<file path="config.mk">
export PLATFORM = sky130hd
export DESIGN_NAME = i2s_audio_rx
export DESIGN_NICKNAME = d
export VERILOG_FILES = /design/src/rtl/i2s_audio_rx.sv
export SDC_FILE = /design/constraint.sdc
export NUM_CORES = 1
export LEC_CHECK = 0
export ABC_AREA = 1
export CAP_MARGIN = 20
export CORE_ASPECT_RATIO = 0.6
export CORE_MARGIN = 1
export CORE_UTILIZATION = 65
export CTS_BUF_LIST = sky130_fd_sc_hd__clkbuf_2 sky130_fd_sc_hd__clkbuf_4 sky130_fd_sc_hd__clkbuf_8
export DETAILED_ROUTE_END_ITERATION = 10
export DONT_BUFFER_PORTS = 1
export PLACE_DENSITY = 0.9
export SKIP_LAST_GASP = 1
export SLEW_MARGIN = 20
export SYNTH_ARGS = -nofsm -noshare
export SYNTH_HDL_FRONTEND = slang
export SYNTH_SLANG_ARGS = --single-unit
</file>
<file path="constraint.sdc">
create_clock -name clk -period 4.42 [get_ports clk]
set_clock_uncertainty 0.15 [all_clocks]
set_input_delay 0.221 -clock clk [delete_from_list [all_inputs] [get_ports clk]]
set_output_delay 0.221 -clock clk [all_outputs]
set_load 0.05 [all_outputs]
</file>
<file path="src/rtl/i2s_audio_rx.sv">
// I2S master-mode ADC receiver: generates mclk/sck/lrck and deserializes stereo 16-bit frames.
// Optional mono mix output enabled by defining I2S_RX_MONO_MIX_EN.
module i2s_audio_rx #(
    parameter int unsigned MCLK_DIV_LOG2 = 2,
    parameter int unsigned SCK_DIV_LOG2  = 5
) (
    input  logic        clk,
    input  logic        rst,
    output logic        audio_mclk,
    output logic        audio_lrck,
    output logic        audio_sck,
    input  logic        audio_sdout,
    output logic [15:0] out_left,
    output logic [15:0] out_right,
    output logic        out_valid,
    input  logic        out_ready,
    output logic        overrun,
    output logic [15:0] mono_data
);

    localparam int unsigned CW        = SCK_DIV_LOG2 + 5;
    localparam int unsigned SW        = 16;
    localparam int unsigned STROBE_I  = (1 << (SCK_DIV_LOG2 - 1)) + 2;
    localparam logic [SCK_DIV_LOG2-1:0] STROBE_PH = SCK_DIV_LOG2'(STROBE_I);

    localparam logic [1:0] ST_IDLE  = 2'd0;
    localparam logic [1:0] ST_LEFT  = 2'd1;
    localparam logic [1:0] ST_RIGHT = 2'd2;

    logic [CW-1:0] cnt;
    logic [CW-1:0] cnt_nxt_c;
    logic [1:0]    sync_q;
    logic [1:0]    state_q, state_nxt_c;
    logic [SW-1:0] shift_q, shift_nxt_c;
    logic [SW-1:0] hold_q, hold_nxt_c;
    logic          frame_done_c;
    logic          strobe_c;
    logic          lrck_c;
    logic [3:0]    slot_c;
    logic [SW-1:0] word_c;

    assign cnt_nxt_c = cnt + CW'(1);

    // Outputs are registered from the next count so they track cnt in the same cycle.
    always_ff @(posedge clk) begin
        if (rst) begin
            cnt        <= '0;
            audio_mclk <= 1'b0;
            audio_sck  <= 1'b0;
            audio_lrck <= 1'b0;
            sync_q     <= '0;
        end else begin
            cnt        <= cnt_nxt_c;
            audio_mclk <= cnt_nxt_c[MCLK_DIV_LOG2-1];
            audio_sck  <= cnt_nxt_c[SCK_DIV_LOG2-1];
            audio_lrck <= cnt_nxt_c[CW-1];
            sync_q     <= {sync_q[0], audio_sdout};
        end
    end

    // Strobe lands two clocks after the sck rising edge to cover the synchronizer.
    assign strobe_c = (cnt[SCK_DIV_LOG2-1:0] == STROBE_PH);
    assign lrck_c   = cnt[CW-1];
    assign slot_c   = cnt[SCK_DIV_LOG2+3:SCK_DIV_LOG2];
    assign word_c   = {shift_q[SW-2:0], sync_q[1]};

    always_ff @(posedge clk) begin
        if (rst) begin
            state_q <= ST_IDLE;
            shift_q <= '0;
            hold_q  <= '0;
        end else begin
            state_q <= state_nxt_c;
            shift_q <= shift_nxt_c;
            hold_q  <= hold_nxt_c;
        end
    end

    always_comb begin
        state_nxt_c  = state_q;
        shift_nxt_c  = shift_q;
        hold_nxt_c   = hold_q;
        frame_done_c = 1'b0;
        case (state_q)
            ST_IDLE: begin
                if (strobe_c && !lrck_c && (slot_c == 4'd1)) begin
                    state_nxt_c = ST_LEFT;
                    shift_nxt_c = word_c;
                end
            end
            ST_LEFT: begin
                if (strobe_c) begin
                    if (lrck_c && (slot_c == 4'd0)) begin
                        hold_nxt_c  = word_c;
                        shift_nxt_c = '0;
                        state_nxt_c = ST_RIGHT;
                    end else begin
                        shift_nxt_c = word_c;
                    end
                end
            end
            ST_RIGHT: begin
                if (strobe_c) begin
                    if (!lrck_c && (slot_c == 4'd0)) begin
                        frame_done_c = 1'b1;
                        shift_nxt_c  = '0;
                        state_nxt_c  = ST_LEFT;
                    end else begin
                        shift_nxt_c = word_c;
                    end
                end
            end
            default: state_nxt_c = ST_IDLE;
        endcase
    end

    logic load_c;
    assign load_c = frame_done_c && (!out_valid || out_ready);

    // Output frame register: a completion against a stalled consumer is dropped and flagged.
    always_ff @(posedge clk) begin
        if (rst) begin
            out_left  <= '0;
            out_right <= '0;
            out_valid <= 1'b0;
            overrun   <= 1'b0;
        end else if (frame_done_c) begin
            if (load_c) begin
                out_left  <= hold_q;
                out_right <= word_c;
                out_valid <= 1'b1;
            end else begin
                overrun <= 1'b1;
            end
        end else if (out_valid && out_ready) begin
            out_valid <= 1'b0;
        end
    end

`ifdef I2S_RX_MONO_MIX_EN
    logic [SW:0] sum_c;
    assign sum_c = {hold_q[SW-1], hold_q} + {word_c[SW-1], word_c};

    always_ff @(posedge clk) begin
        if (rst) begin
            mono_data <= '0;
        end else if (load_c) begin
            mono_data <= SW'(sum_c >> 1);
        end
    end
`else
    assign mono_data = 16'h0000;
`endif

endmodule

</file>
Yosys cells after proc, flatten, opt, wreduce, memory -nomap -nowiden
Index checks and enable logic that the tools add are counted.
{"block": "word_totals", "ff_bits": 82, "inputBits": 4, "output_inout_bits": 53, "wordCells": 61}
{"block": "op_classes", "addsub": 1, "n_eq_ne": 10, "mux": 18, "n_bitwise": 1, "n_reduce_logical": 19}
{"operator": "$mux 15", "n": 5}
{"operator": "$pmux 15 s3", "n": 1}
{"operator": "$add 10x1->10 const B", "n": 1}
{"operator": "$mux 2", "n": 5}
{"operator": "$ne 2x2->1 const B", "n": 5}
{"operator": "$logic_and 1x1->1", "n": 6}
{"operator": "$mux 1", "n": 6}
{"operator": "$pmux 2 s3", "n": 1}
{"operator": "$reduce_and 2->1", "n": 3}
{"operator": "$eq 5x5->1 const B", "n": 1}
{"operator": "$reduce_and 5->1", "n": 1}
{"operator": "$eq 4x1->1 const B", "n": 1}
{"operator": "$logic_not 4->1", "n": 1}
{"operator": "$reduce_and 4->1", "n": 1}
{"operator": "$reduce_and 3->1", "n": 1}
{"operator": "$reduce_bool 3->1", "n": 1}
{"operator": "$eq 2x1->1 const B", "n": 1}
{"operator": "$eq 2x2->1 const B", "n": 1}
{"operator": "$logic_not 1->1", "n": 2}
{"operator": "$logic_not 2->1", "n": 1}
{"operator": "$ne 2x1->1 const B", "n": 1}
{"operator": "$reduce_bool 2->1", "n": 1}
{"operator": "$logic_or 1x1->1", "n": 1}
{"operator": "$not 1->1", "n": 1}

Depth between registers and ports, before layout
Gate-level depths: netlist (run 1).
{"block": "depth", "word_depth": 8, "ltp_mapped": 11, "depth_no_buf": 10}

Worst setup path after synthesis (run 1)
OpenSTA, ideal clock, no wires.
{"block": "synth_timing", "kind": "reg2reg", "startpoint": "register cnt[1]", "endpoint": "register shift_q[10]", "setup_ps": 114, "t_arrival_ps": 1773, "required_ps": 4156, "slack_ps": 2383, "path_stages_with_launch": 10, "n_path_buf": 1, "period_less_slack_ps": 2037, "path_cell_list": "dfxtp_1 -> ha_1 -> nand2_1 -> nor3_4 -> inv_2 -> o21ai_2 -> nand3_4 -> buf_2 -> a21oi_1 -> nor2_1"}
{"block": "synth_between", "elab_chain_len": 5}
{"item": "from (decl)", "line": "30", "rtl": "logic [CW-1:0] cnt;"}
{"item": "from (signal assigned)", "line": "53", "rtl": "cnt <= cnt_nxt_c;"}
{"item": "$eq 5x5->1 (*)", "line": "62", "rtl": "assign strobe_c = (cnt[SCK_DIV_LOG2-1:0] == STROBE_PH);"}
{"item": "$logic_and 1x1->1 (2 in series)", "line": "86", "rtl": "if (strobe_c && !lrck_c && (slot_c == 4'd1)) begin"}
{"item": "$ne 2x2->1 (no line)"}
{"item": "$reduce_and 4->1 (no line) (*)"}
{"item": "to (signal assigned)", "line": "74", "rtl": "shift_q <= shift_nxt_c;"}
{"item": "to (decl)", "line": "34", "rtl": "logic [SW-1:0] shift_q, shift_nxt_c;"}
Every way passes the cells marked *; elsewhere a longest branch is shown, timed or not.
A chain may end at the register's enable or synchronous reset.

Worst setup path in the final report (run 1)
{"block": "layout_timing", "startpoint": "register cnt[1]", "endpoint": "register hold_q[0]"}
{"block": "layout_between", "elab_chain_len": 2}
{"item": "$eq 5x5->1", "line": "62"}
{"item": "$reduce_and 3->1 (no line)"}
{"item": "to (signal assigned)", "line": "75", "rtl": "hold_q <= hold_nxt_c;"}
{"item": "to (decl)", "line": "35", "rtl": "logic [SW-1:0] hold_q, hold_nxt_c;"}
Every way passes these cells.

==> run metrics, run 1 <==
CTS tree built; TNS Setup 0 ns; n_diodes 0; CP Capture Type flip-flop; first drt pass iteration count 4; PD cells 414 mW/mm2; simple-gate portion of the synthesized area 21.8%; vias in the first global route 2,309; CP max FO 19; final worst setup slack 1.81 ns; DP HPWL 4.14 mm; full die area 0.00529 mm2; grt ovf 0; pin count of the biggest net entering global routing 70; Final Slew Violations 0; Clock Tree Buf Depth 2; Num CTS Buffers 9; Cell variety after synth 28; initial antenna violation count 0; post-synthesis mux area share 0%; period utilisation layout 59.0%; CP Launch Type flip-flop; Crit Path Category reg2reg; Total GRT Usage 26.4%; root buffer cell clkbuf_8; nets 418; Core ar. 0.00468 mm2; initial drt markers 154; Post-route DRC 0; Finish-stage setup viols 0; Ys Warns 0; dpl ws 1.86 ns; latest clock arrival within the worst-skew pair 0.35 ns; Area Overhead vs Synth 3.93%; status completed; fill count 372; max-cap viol count 0; post-CTS setup buffers 0; Post-Synth Adder-Cell Area 1.93%; Initial Util 69.4%; fin cells 477; DIE HEIGHT 56.8 um; flops & latches, synth 79; Ports 57; TritonCTS Sinks 79; final total power 1400 uW; Mean Syn Cell Area 7.83 um2; XOR/XNOR Fraction of Synth Area 0.270%; HP Class in2reg; RSZ-0062 raised after global routing false; synthesized area 0.00325 mm2; Placer Congestion 0.831; DR WL/cell 13.6 um; commonest non-fill, non-tap cell in the layout nor2_1; commonest cells after routing, fill and taps aside nor2_1 (97), dfxtp_1 (79), nand2_1 (42), inv_1 (35), a21oi_1 (30); pin slew with the least headroom to its limit 0.658 ns; wirelength, routed 6.47 mm; share of layout cells above drive strength 1 10.1%; Period minus WS final 2.61 ns; Worst VDD drop 0.000249 V; Static Leak 0.00155 uW; CP required 4.55 ns; placed cells 459; f_max 0.383 GHz; Min Hold Slack 0.0150 ns; CTS H-tree lvls 3; Final Hold Fails 0; Slew HR 56.1%; DR vias 2,511; Worst EP arrival 2.74 ns; first-pass GRT wire length 10.7 mm; routed vias/inst 5.26; Rows 19; IO Port Bufs 0; Reg clk slew, reported paths 0.08 ns; Seq/Total Area, Yosys 48.7%; Post-Syn Instances 415; Compound-Gate Fraction of Synth Area 15.2%; die span in x 93.3 um; DRT antenna net count 0; largest family of logic cells by synthesized area simple AND/OR/NAND/NOR gates
==> critical path, cell delays in order (launching register included) <==
cell and delay [ns]:
dfxtp_1 0.69, ha_1 0.24, nand2_1 0.10, nor3_4 0.25, inv_2 0.11, nor3_4 0.48, buf_8 0.26, o21ai_0 0.10
a21oi_1 0.15
==> where the power goes <==
part	switching, uW	leakage [uW]	internal, uW
Clock	255	0.0000994	265
Combinational	93.9	0.000814	30.7
Sequential	21.1	0.000639	731
Total	370	0.00155	1030
==> cells by family after synthesis <==
group / Yosys count
XOR/XNOR: 1
other: 1
AND/OR/NAND/NOR: 163
adder cells (fa/ha/maj): 5
flip-flops: 79
buffers and inverters: 74
AO/OA/AOI/OAI: 92
==> sequential cells by signal, indices dropped and copies added, names as in the netlist <==
register and cells:
hold_q 16, out_valid 1, sync_q 2, state_q 2
cnt 9, audio_lrck 1, out_right 16, overrun 1
out_left 16, shift_q 15
==> area by class of cell <==
class                           count  area, um2  share of cell area [%]
Sequential cell                    79       1580                    46.8
Multi-Input combinational cell    277       1330                    39.5
Inverter                           37        139                    4.11
Clock buffer                       10        131                    3.89
Tap cell                           63       78.8                    2.34
Clock inverter                      6       61.3                    1.82
Timing Repair Buffer                5       50.0                    1.48
==> cell usage after synthesis <==
library cell  number  area, um2
nand3_2            2       20.0
a21oi_1           30        150
nor3_1             3       15.0
nand3_4            1       17.5
clkbuf_1           8       30.0
o21ai_0           29        145
or2_2              1       6.26
buf_6              4       45.0
a21oi_2            8       70.1
xnor2_1            1       8.76
nor3_2             1       10.0
nand2_2            2       12.5
buf_4             20        150
nor3_4             2       32.5
nand3_1            6       30.0
inv_1             35        131
dfxtp_1           79       1580
ha_1               5       62.6
nor2_2             2       12.5
nand4_1            3       18.8
nand2_1           42        158
o21ai_1           24        120
conb_1             1       3.75
nor2_4             1       11.3
buf_2              5       25.0
o21ai_2            1       8.76
nor2_1            97        364
inv_2              2       7.51
==> per-layer routing <==
layer,up-vias,part of all wire (%),global-route usage (%)
li1,1274,-,-
met1,1132,47,36.7
met2,95,42,37.6
met3,10,9.2,11.1
met4,0,0.93,6.81
met5,-,0,0
==> per-stage QoR <==
| stage | util, % | instance area (um2) |
|---|---|---|
| floorplan | - | 3300 |
| global placement | 67.2 | 3150 |
| detailed placement | 67.5 | 3160 |
| CTS | 72.1 | 3380 |
| global route | 72.1 | 3380 |
| finish | 72.1 | 3380 |
==> path summary, 6_finish.rpt <==
| path | start | end | slack, ns | cells past startpoint |
|---|---|---|---|---|
| min | out_ready | out_valid | 0.01 | 3 |
| max reg2reg | cnt[1] | hold_q[0] | 1.81 | 8 |
| max | cnt[1] | hold_q[0] | 1.81 | 8 |
| min reg2reg | cnt[0] | cnt[0] | 0.33 | 1 |
==> timing repair <==
| item | in CTS | in global routing |
|---|---|---|
| hold endpoints to repair | 10 | 0 |
| gates resized for setup | 0 | 0 |
| hold buffers | 2 | 0 |
(Power assumes the default switching activity.)
==> run 2: changes to the inputs <==
- clock period: 4.42 -> 2.7 ns (I/O delays scaled with it)
==> run metrics, run 2 (synthesized netlist as in run 1, its figures left out) <==
status completed; Post-route DRC 0 (unchanged); f_max 0.482 GHz (+26%); grt ovf 0 (unchanged); DR WL/cell 13.2 um (-2.5%); IO Port Bufs 0 (unchanged); Reg clk slew, reported paths 0.07 ns (about the same); routed vias/inst 5.21 (-1.0%); CTS tree built; root buffer cell clkbuf_8; Static Leak 0.00159 uW (+2.3%); Initial Util 69.4% (unchanged); first-pass GRT wire length 11.1 mm (+3.6%); commonest cells after routing, fill and taps aside nor2_1 (97), dfxtp_1 (79), nand2_1 (42), inv_1 (35), a21oi_1 (30); Total GRT Usage 27.7% (+1.3 points); CP Launch Type flip-flop; Core ar. 0.00468 mm2 (unchanged); CP max FO 32 (+13); Slew HR 55.8% (-0.29 points); full die area 0.00529 mm2 (unchanged); fill count 356 (-4.3%); Clock Tree Buf Depth 2 (unchanged); Period minus WS final 2.08 ns (-0.532 ns); HP Class reg2reg; PD cells 703 mW/mm2 (+70%); CTS H-tree lvls 3 (unchanged); max-cap viol count 0 (unchanged); biggest regs hold_q x16, out_left x16, out_right x16; Min Hold Slack 0.263 ns (+0.248 ns); TNS Setup 0 ns (unchanged); CP required 2.84 ns (-1.71 ns); Worst VDD drop 0.000461 V (+85%); DR vias 2,511 (unchanged); grt met1 use 36.8% (+0.15 points); post_cts resized 0 (unchanged); TritonCTS Sinks 79 (unchanged); die span in x 93.3 um (unchanged); Worst EP arrival 2.22 ns (-0.52 ns); Num CTS Buffers 9 (unchanged); GRT met2 Usage 40.5% (+2.9 points); CP Capture Type flip-flop; Ports 57 (unchanged); vias in the first global route 2,383 (+3.2%); DIE HEIGHT 56.8 um (unchanged); Rows 19 (unchanged); Post-DP Area 0.00319 mm2 (+0.71%); nets 423 (+1.2%); Crit Path Category reg2reg; n_diodes 0 (unchanged); initial drt markers 161 (+4.5%); RSZ-0062 raised after global routing false; first drt pass iteration count 5 (+1); fin cells 482 (+1.0%); period utilisation layout 76.9% (+18 points); pin slew with the least headroom to its limit 0.662 ns (+0.00435 ns); register area 0.00158 mm2 (unchanged); Finish-stage setup viols 0 (unchanged); Multi-input gate area 0.00133 mm2 (unchanged); initial antenna violation count 0 (unchanged); met3 Usage GRT 11.4% (+0.27 points); DRT antenna net count 0 (unchanged); Final Hold Fails 0 (unchanged); Placer Congestion 0.822 (-1.1%); busiest grt layer met2; wirelength, routed 6.38 mm (-1.5%); pin count of the biggest net entering global routing 60 (-14%); Area Overhead vs Synth 6.12%; Final Slew Violations 0 (unchanged); commonest non-fill, non-tap cell in the layout nor2_1; post-route cell area 0.00345 mm2 (+2.1%); latest clock arrival within the worst-skew pair 0.35 ns (about the same); share of layout cells above drive strength 1 11.0% (+0.83 points); DP HPWL 4.20 mm (+1.4%); placed cells 463 (+0.87%)
==> run 2: per-layer routing <==
layer	wire length, um	vias up
li1	-	1285
met1	3120	1123
met2	2710	94
met3	488	9
met4	65	0
met5	0	-
==> run 2: per-stage QoR <==
stage	worst slack [ns]	util (%)	total power, uW
4_1_cts	0.610	73.6	2440
2_1_floorplan	0.663	-	1450
6_report	0.624	73.6	2420
5_1_grt	0.427	73.6	2530
3_3_place_gp	0.764	68.0	1450
3_5_place_dp	0.639	68.0	1450
==> run 2: final timing paths <==
kind | cells after the start | slack, ns | endpoint | from
max | 8 | 0.62 | out_left[9] | cnt[0]
min | 2 | 0.26 | sync_q[1] | sync_q[0]
max reg2reg | 8 | 0.62 | out_left[9] | cnt[0]
min reg2reg | 2 | 0.26 | sync_q[1] | sync_q[0]
==> run 2: final cells by class <==
cell class | count | share of cell area, %
clock buffers | 11 | 4.39
clock inverters | 5 | 2.32
inverters | 37 | 4.03
multi-input cells | 277 | 38.7
flip-flops and latches | 79 | 45.9
well taps | 63 | 2.29
repair buffers | 10 | 2.40
==> run 2: where the power goes <==
| group | leakage, uW | internal [uW] | switching (uW) |
|---|---|---|---|
| Combinational | 0.000838 | 53.2 | 160 |
| Clock | 0.000112 | 569 | 418 |
| Sequential | 0.000639 | 1200 | 27.8 |
==> run 2: timing repair <==
action | 4_1_cts | 5_1_grt
buffers inserted | 0 | 0
hold endpoints to repair | 20 | 0
hold buffers | 3 | 0
==> run 2: worst max-delay path, cell delays in order, from the launching register on <==
cell     delay [ns]
dfxtp_1        0.35
inv_1          0.07
ha_1           0.14
nand2_1        0.08
nor3_4         0.21
nand3_2        0.15
nor2_4         0.53
o21ai_0        0.20
nor2_1         0.13
